**src/rtl/mips_pkg.sv**
```systemverilog
// Shared types and default constants for the MIPS fetch stage.
`timescale 1ns/1ps
package mips_pkg;

  typedef enum logic [1:0] {
    BOOT,
    RUN,
    HALT
  } fetch_state_t;

  typedef enum logic [2:0] {
    SEQ,
    BR,
    J,
    JR,
    EXC
  } npc_sel_t;

  localparam logic [31:0] DEF_RESET_PC   = 32'h0000_0000;
  localparam logic [31:0] DEF_NOP_WORD   = 32'h0000_0000;
  localparam logic [31:0] DEF_EXC_VECTOR = 32'h0000_0080;

  // Region bits come from the PC+4 of the jump instruction itself.
  function automatic logic [31:0] jump_addr(input logic [3:0]  pc4_hi,
                                            input logic [27:0] target28);
    return {pc4_hi, target28};
  endfunction

endpackage

```
**src/rtl/next_pc_sel.sv**
```systemverilog
// Combinational next-PC priority mux: jr > jump > branch > sequential.
// With PC_ALIGN_CHECK_EN defined a misaligned jr selects the exception vector.
`timescale 1ns/1ps
module next_pc_sel
  import mips_pkg::*;
#(
  parameter logic [31:0] EXC_VECTOR = DEF_EXC_VECTOR
) (
  input  logic [31:0] pc,
  input  logic [3:0]  pc4_hi,
  input  logic        branch_taken,
  input  logic [31:0] branch_target,
  input  logic        jump,
  input  logic [27:0] jump_target28,
  input  logic        jr,
  input  logic [31:0] jr_target,
  output npc_sel_t    sel,
  output logic [31:0] seq_pc,
  output logic [31:0] next_pc
);

  logic [31:0] jr_addr;
  logic        jr_bad;

  assign seq_pc = pc + 32'd4;

`ifdef PC_ALIGN_CHECK_EN
  assign jr_addr = jr_target;
  assign jr_bad  = (jr_target[1:0] != 2'b00);
`else
  // Without the trap, the low bits are simply dropped.
  assign jr_addr = jr_target & 32'hFFFF_FFFC;
  assign jr_bad  = 1'b0;
`endif

  always_comb begin
    if (jr)                sel = jr_bad ? EXC : JR;
    else if (jump)         sel = J;
    else if (branch_taken) sel = BR;
    else                   sel = SEQ;
  end

  always_comb begin
    case (sel)
      JR:      next_pc = jr_addr;
      J:       next_pc = jump_addr(pc4_hi, jump_target28);
      BR:      next_pc = branch_target;
      EXC:     next_pc = EXC_VECTOR;
      default: next_pc = seq_pc;
    endcase
  end

endmodule

```
**src/rtl/if_pc_stage.sv**
```systemverilog
// MIPS IF stage: PC register, IF/ID pipeline register and BOOT/RUN/HALT fetch FSM.
// Optional misaligned-jr trap (align_err, EXC_VECTOR) enabled by defining PC_ALIGN_CHECK_EN.
`timescale 1ns/1ps
module if_pc_stage
  import mips_pkg::*;
#(
  parameter logic [31:0] RESET_PC   = DEF_RESET_PC,
  parameter logic [31:0] NOP_WORD   = DEF_NOP_WORD,
  parameter logic [31:0] EXC_VECTOR = DEF_EXC_VECTOR
) (
  input  logic        clk,
  input  logic        rst_n,
  output logic [31:0] imem_addr,
  input  logic [31:0] imem_rdata,
  input  logic        stall,
  input  logic        flush,
  input  logic        branch_taken,
  input  logic [31:0] branch_target,
  input  logic        jump,
  input  logic [27:0] jump_target28,
  input  logic        jr,
  input  logic [31:0] jr_target,
  input  logic        halt,
  output logic [31:0] pc,
  output logic [31:0] ifid_instr,
  output logic [31:0] ifid_pc4,
  output logic        ifid_valid,
  output logic        halted,
  output logic        align_err
);

  // state | meaning
  // BOOT  | first cycle after reset; pc held, IF/ID bubble
  // RUN   | normal fetch with stall/redirect/flush handling
  // HALT  | pc frozen, IF/ID bubble; left only through reset

  fetch_state_t state;
  npc_sel_t     sel;
  logic [31:0]  next_pc;
  logic [31:0]  seq_pc;
  logic         redirect;

  next_pc_sel #(
    .EXC_VECTOR(EXC_VECTOR)
  ) u_next_pc_sel (
    .pc            (pc),
    .pc4_hi        (ifid_pc4[31:28]),
    .branch_taken  (branch_taken),
    .branch_target (branch_target),
    .jump          (jump),
    .jump_target28 (jump_target28),
    .jr            (jr),
    .jr_target     (jr_target),
    .sel           (sel),
    .seq_pc        (seq_pc),
    .next_pc       (next_pc)
  );

  assign imem_addr = pc;
  assign redirect  = (sel != SEQ);

  always_ff @(posedge clk or negedge rst_n) begin
    if (!rst_n) begin
      state      <= BOOT;
      pc         <= RESET_PC;
      ifid_instr <= NOP_WORD;
      ifid_pc4   <= 32'd0;
      ifid_valid <= 1'b0;
      halted     <= 1'b0;
    end else begin
      case (state)
        BOOT: begin
          state      <= RUN;
          ifid_instr <= NOP_WORD;
          ifid_valid <= 1'b0;
        end
        RUN: begin
          if (halt) begin
            state      <= HALT;
            halted     <= 1'b1;
            ifid_instr <= NOP_WORD;
            ifid_valid <= 1'b0;
          end else if (!stall) begin
            pc <= next_pc;
            // No delay slot: the wrong-path fetch is squashed, pc4 left as is.
            if (redirect || flush) begin
              ifid_instr <= NOP_WORD;
              ifid_valid <= 1'b0;
            end else begin
              ifid_instr <= imem_rdata;
              ifid_pc4   <= seq_pc;
              ifid_valid <= 1'b1;
            end
          end
        end
        HALT: begin
          halted     <= 1'b1;
          ifid_instr <= NOP_WORD;
          ifid_valid <= 1'b0;
        end
        default: state <= BOOT;
      endcase
    end
  end

`ifdef PC_ALIGN_CHECK_EN
  always_ff @(posedge clk or negedge rst_n) begin
    if (!rst_n) align_err <= 1'b0;
    else        align_err <= (state == RUN) && !halt && !stall && (sel == EXC);
  end
`else
  assign align_err = 1'b0;
`endif

  a_one_redirect : assert property (@(posedge clk) disable iff (!rst_n)
    ifid_valid |-> $onehot0({jr, jump, branch_taken}));

endmodule

```
**config.mk**
```make
export PLATFORM = sky130hd
export DESIGN_NAME = if_pc_stage
export DESIGN_NICKNAME = d
export VERILOG_FILES = /design/src/rtl/mips_pkg.sv /design/src/rtl/next_pc_sel.sv /design/src/rtl/if_pc_stage.sv
export SDC_FILE = /design/constraint.sdc
export NUM_CORES = 1
export LEC_CHECK = 0
export ABC_AREA = 0
export BUFFER_PORTS_ARGS = -buffer_cell sky130_fd_sc_hd__buf_2
export CORE_MARGIN = 2
export CORE_UTILIZATION = 47
export CTS_CLUSTER_DIAMETER = 120
export CTS_CLUSTER_SIZE = 30
export DETAILED_ROUTE_END_ITERATION = 8
export PLACE_DENSITY = 0.88
export SLEW_MARGIN = 10
export SYNTH_ARGS = -nofsm -noshare
export SYNTH_HDL_FRONTEND = slang
export SYNTH_SLANG_ARGS = --single-unit
```
**constraint.sdc**
```tcl
create_clock -name clk -period 2.45 [get_ports clk]
set_clock_uncertainty 0.15 [all_clocks]
set_input_delay 0.49 -clock clk [delete_from_list [all_inputs] [get_ports clk]]
set_output_delay 0.49 -clock clk [all_outputs]
set_load 0.005 [all_outputs]
```
==> impl_metrics.prom <==
# TYPE chip_impl_metric gauge
chip_impl_info{name="status",value="finished, violations left"} 1
chip_impl_info{name="failed_checks",value="hold timing"} 1
chip_impl_metric{name="cts_hold_buf",unit=""} 0
chip_impl_metric{name="area_delta_synth_final",unit="%"} 31.7
chip_impl_metric{name="postCtsSetupRepairBufs",unit=""} 0
chip_impl_metric{name="cts_inserted_buffers",unit=""} 9
chip_impl_metric{name="post_layout_nonfiller_instances",unit=""} 977
chip_impl_metric{name="worst_path_max_fanout",unit=""} 6
chip_impl_metric{name="design.final.nets",unit=""} 962
chip_impl_metric{name="finalMaxSlewViolations",unit=""} 0
chip_impl_metric{name="via_count",unit=""} 5377
chip_impl_metric{name="synth_cell_types",unit=""} 52
chip_impl_metric{name="clk_latency",unit="ns"} 0.34
chip_impl_metric{name="largest_net_degree_at_the_start_of_global_routing",unit=""} 62
chip_impl_metric{name="mapped_cell_area",unit="um2"} 5410
chip_impl_metric{name="drive_gt1_share",unit="%"} 38.5
chip_impl_info{name="layout_common_cells",value="sky130_fd_sc_hd__buf_2, sky130_fd_sc_hd__nand2_1, sky130_fd_sc_hd__dfrtp_1, sky130_fd_sc_hd__o21ai_0, sky130_fd_sc_hd__buf_4"} 1
chip_impl_metric{name="timing.fmax",unit="MHz"} 440
chip_impl_metric{name="boundaryPins",unit=""} 263
chip_impl_info{name="timing.critical_path.to_type",value="register"} 1
chip_impl_metric{name="row_count",unit=""} 39
chip_impl_metric{name="synthesized_netlist_net_count",unit=""} 735
chip_impl_metric{name="grt_overflow_total",unit=""} 0
chip_impl_metric{name="cts_htree_levels",unit=""} 3
chip_impl_metric{name="synth-seq-area-share",unit="%"} 46.2
chip_impl_metric{name="fp.dieW",unit="um"} 111
chip_impl_info{name="grt_setup_unrepaired",value="no"} 1
chip_impl_metric{name="fin_crit_sh",unit="%"} 92.8
chip_impl_metric{name="p_per_area",unit="nW/um2"} 910
chip_impl_metric{name="syn_avg_cell_area",unit="um2"} 8.99
chip_impl_info{name="worst_r2r_startpoint",value="imem_addr[3]"} 1
chip_impl_metric{name="remaining_drc_errors",unit=""} 0
chip_impl_metric{name="routed_wl",unit="um"} 16600
chip_impl_metric{name="ys_warn_count",unit=""} 0
chip_impl_metric{name="grt_pass1_wl",unit="um"} 26600
chip_impl_metric{name="global_route.usage.total",unit="%"} 26.8
chip_impl_metric{name="worst_relative_slew_slack",unit="%"} 55.8
chip_impl_info{name="dominant_cell_type_by_area_after_synthesis",value="sky130_fd_sc_hd__dfrtp_1"} 1
chip_impl_metric{name="synth.top_cell.area_share",unit="%"} 46.2
chip_impl_metric{name="synth_edf_count",unit=""} 0
chip_impl_info{name="synth_top_family_by_area",value="compound AO/OA/AOI/OAI gates"} 1
chip_impl_metric{name="place.detailed.instances",unit=""} 961
chip_impl_metric{name="peakVddDrop",unit="uV"} 521
chip_impl_metric{name="power.leakage",unit="uW"} 0.00360
chip_impl_metric{name="setup_violation_total_in_the_final_timing_report",unit=""} 0
chip_impl_metric{name="rr_worst_depth",unit=""} 7
chip_impl_metric{name="muxShareOfSynthArea",unit="%"} 0.740
chip_impl_metric{name="avgRoutedWirePerCell",unit="um"} 17.0
chip_impl_metric{name="dp_hpwl",unit="um"} 12200
chip_impl_metric{name="dpl_cell_area",unit="um2"} 6810
chip_impl_info{name="cts_root_buffer",value="sky130_fd_sc_hd__clkbuf_16"} 1
chip_impl_info{name="regToRegEndpoint",value="ifid_pc4[30]"} 1
chip_impl_info{name="worst_setup_path_start_kind",value="register"} 1
chip_impl_metric{name="cts_buffer_depth",unit=""} 2
chip_impl_info{name="most_used_flip_flop_cell_after_synthesis",value="sky130_fd_sc_hd__dfrtp_1"} 1
chip_impl_metric{name="hold_viol",unit=""} 3
chip_impl_metric{name="worst_ep_arrival_time",unit="ns"} 2.38
chip_impl_metric{name="tns",unit="ns"} 0
chip_impl_metric{name="p_total",unit="uW"} 6490
chip_impl_metric{name="cts_num_sinks",unit=""} 100
chip_impl_info{name="worstSetupPathType",value="reg2reg"} 1
chip_impl_metric{name="routabilityCongestion",unit=""} 0.811
chip_impl_metric{name="initialDrtViolationCount",unit=""} 293
chip_impl_metric{name="reg2reg_slack",unit="ns"} 0.18
chip_impl_metric{name="synth-simple-area-share",unit="%"} 15.8
chip_impl_metric{name="die_y",unit="um"} 111
chip_impl_metric{name="design.die.area",unit="um2"} 12400
chip_impl_metric{name="antennaDiodeCount",unit=""} 0
chip_impl_metric{name="synth_adder_area_share",unit="%"} 0.231
chip_impl_metric{name="number_of_antenna_violations_at_the_first_check_in_global_routing",unit=""} 0
chip_impl_metric{name="compound_gate_fraction_of_synth_area",unit="%"} 24.4
chip_impl_info{name="cts_tree",value="yes"} 1
chip_impl_metric{name="maxCapViolCount",unit=""} 0
chip_impl_metric{name="initial_utilization",unit="%"} 47.8
chip_impl_metric{name="yosys.area_share.xor_xnor",unit="%"} 4.05
chip_impl_metric{name="synth_async_sr_flop_share",unit="%"} 100
chip_impl_metric{name="post_cts.resized_instances",unit=""} 0
chip_impl_metric{name="syn-instance-count",unit=""} 602
chip_impl_metric{name="detail_route.first_pass.iterations",unit=""} 5
chip_impl_metric{name="yosys_register_bits",unit=""} 100
chip_impl_metric{name="hold_ws",unit="ns"} -0.00341
chip_impl_info{name="layout.cells.most_common",value="sky130_fd_sc_hd__buf_2"} 1
chip_impl_metric{name="drt.antenna.violating_nets",unit=""} 0
chip_impl_metric{name="final_design_area_no_fill",unit="um2"} 7130
chip_impl_metric{name="cp.required",unit="ns"} 2.56
chip_impl_info{name="cell_types_occupying_the_most_area_after_synthesis",value="sky130_fd_sc_hd__dfrtp_1, sky130_fd_sc_hd__nand2_1, sky130_fd_sc_hd__o21ai_0"} 1
chip_impl_metric{name="vias_in_the_first_global_route",unit=""} 5167
chip_impl_info{name="holdCritPathClass",value="in2async"} 1
chip_impl_metric{name="worst_pin_slew",unit="ns"} 0.658
chip_impl_metric{name="io_buffers",unit=""} 259
chip_impl_metric{name="total_core_area",unit="um2"} 11300
chip_impl_metric{name="final_critical_period",unit="ns"} 2.27
chip_impl_metric{name="viasPerCell",unit=""} 5.50
chip_impl_metric{name="path_clk_slew",unit="ns"} 0.07
## how the worst max path moves through the flow
stage,startpoint,endpoint,depth (start not counted)
detailed placement,halt,ifid_pc4[13],6
CTS,imem_addr[3],ifid_pc4[30],7
global route,imem_addr[3],imem_addr[26],7
floorplan,imem_addr[2],imem_addr[22],6
finish,imem_addr[3],ifid_pc4[30],7
global placement,halt,ifid_instr[7],6
## cells by family (layout without fill, tap and decap cells)
family	Yosys count	after routing
mux	4	4
compound gates	202	202
buf+inv	84	316
other cells	1	1
flops	100	100
fa+ha+maj	1	1
xor+xnor	25	25
simple gates	185	185
## critical path, cell delays in order, from the launching register on
cell and delay (ns):
sky130_fd_sc_hd__dfrtp_1 0.47, sky130_fd_sc_hd__ha_1 0.23, sky130_fd_sc_hd__nand3_2 0.09, sky130_fd_sc_hd__buf_4 0.19, sky130_fd_sc_hd__nor4_1 0.48, sky130_fd_sc_hd__nand4_1 0.25
sky130_fd_sc_hd__xor2_1 0.20, sky130_fd_sc_hd__o21ai_0 0.14
## cells in the mapped netlist (3+ instances only)
master / number
sky130_fd_sc_hd__xnor2_1: 12
sky130_fd_sc_hd__nor3_1: 6
sky130_fd_sc_hd__o2bb2ai_1: 3
sky130_fd_sc_hd__nand2_1: 102
sky130_fd_sc_hd__xor2_1: 13
sky130_fd_sc_hd__clkbuf_2: 3
sky130_fd_sc_hd__and3_1: 7
sky130_fd_sc_hd__o22ai_1: 20
sky130_fd_sc_hd__o21ai_0: 71
sky130_fd_sc_hd__o22a_1: 3
sky130_fd_sc_hd__a21oi_1: 25
sky130_fd_sc_hd__o21a_1: 6
sky130_fd_sc_hd__a2bb2oi_1: 11
sky130_fd_sc_hd__or3_1: 5
sky130_fd_sc_hd__a31oi_1: 3
sky130_fd_sc_hd__nor4_1: 4
sky130_fd_sc_hd__nand3_1: 14
sky130_fd_sc_hd__buf_4: 35
sky130_fd_sc_hd__nand4_1: 9
sky130_fd_sc_hd__inv_1: 3
sky130_fd_sc_hd__a22o_1: 32
sky130_fd_sc_hd__nor2_1: 20
sky130_fd_sc_hd__buf_2: 8
sky130_fd_sc_hd__mux2i_1: 4
sky130_fd_sc_hd__clkbuf_1: 34
sky130_fd_sc_hd__o32ai_1: 3
sky130_fd_sc_hd__nand2b_1: 4
sky130_fd_sc_hd__a22oi_1: 13
sky130_fd_sc_hd__dfrtp_1: 100
## report_power, final
group / total, uW / switching, uW / internal (uW)
Combinational: 2310 / 1160 / 1150
Clock: 1540 / 639 / 903
Sequential: 2630 / 540 / 2090
Total: 6490 / 2340 / 4140
## registers in the layout, indices dropped and copies added, names as in the netlist
signal / count
ifid_valid: 1
ifid_instr: 32
imem_addr: 32
halted: 1
ifid_pc4: 32
state: 2
## stage by stage
step           util (%)  worst slack (ns)
2_1_floorplan         -             0.220
3_3_place_gp       60.1             0.136
3_5_place_dp       60.1             0.119
4_1_cts            63.0             0.210
5_1_grt            63.0            0.0377
6_report           63.0             0.176
## metal layers
metal	part of all wire (%)	vias up	global-route usage (%)
li1	-	2581	-
met1	41	2537	33.8
met2	50	238	46.8
met3	7.2	21	5.30
met4	1.5	0	8.07
met5	0	-	0
## cell type report
type,count,area (um2)
fill,934,4190
multi-input combinational,418,2470
inverter,4,15.0
sequential,100,2500
tap,143,179
timing repair buffer,296,1640
clock inverter,7,96.3
clock buffer,9,225
Note: power is estimated with default switching activity, not from simulation.
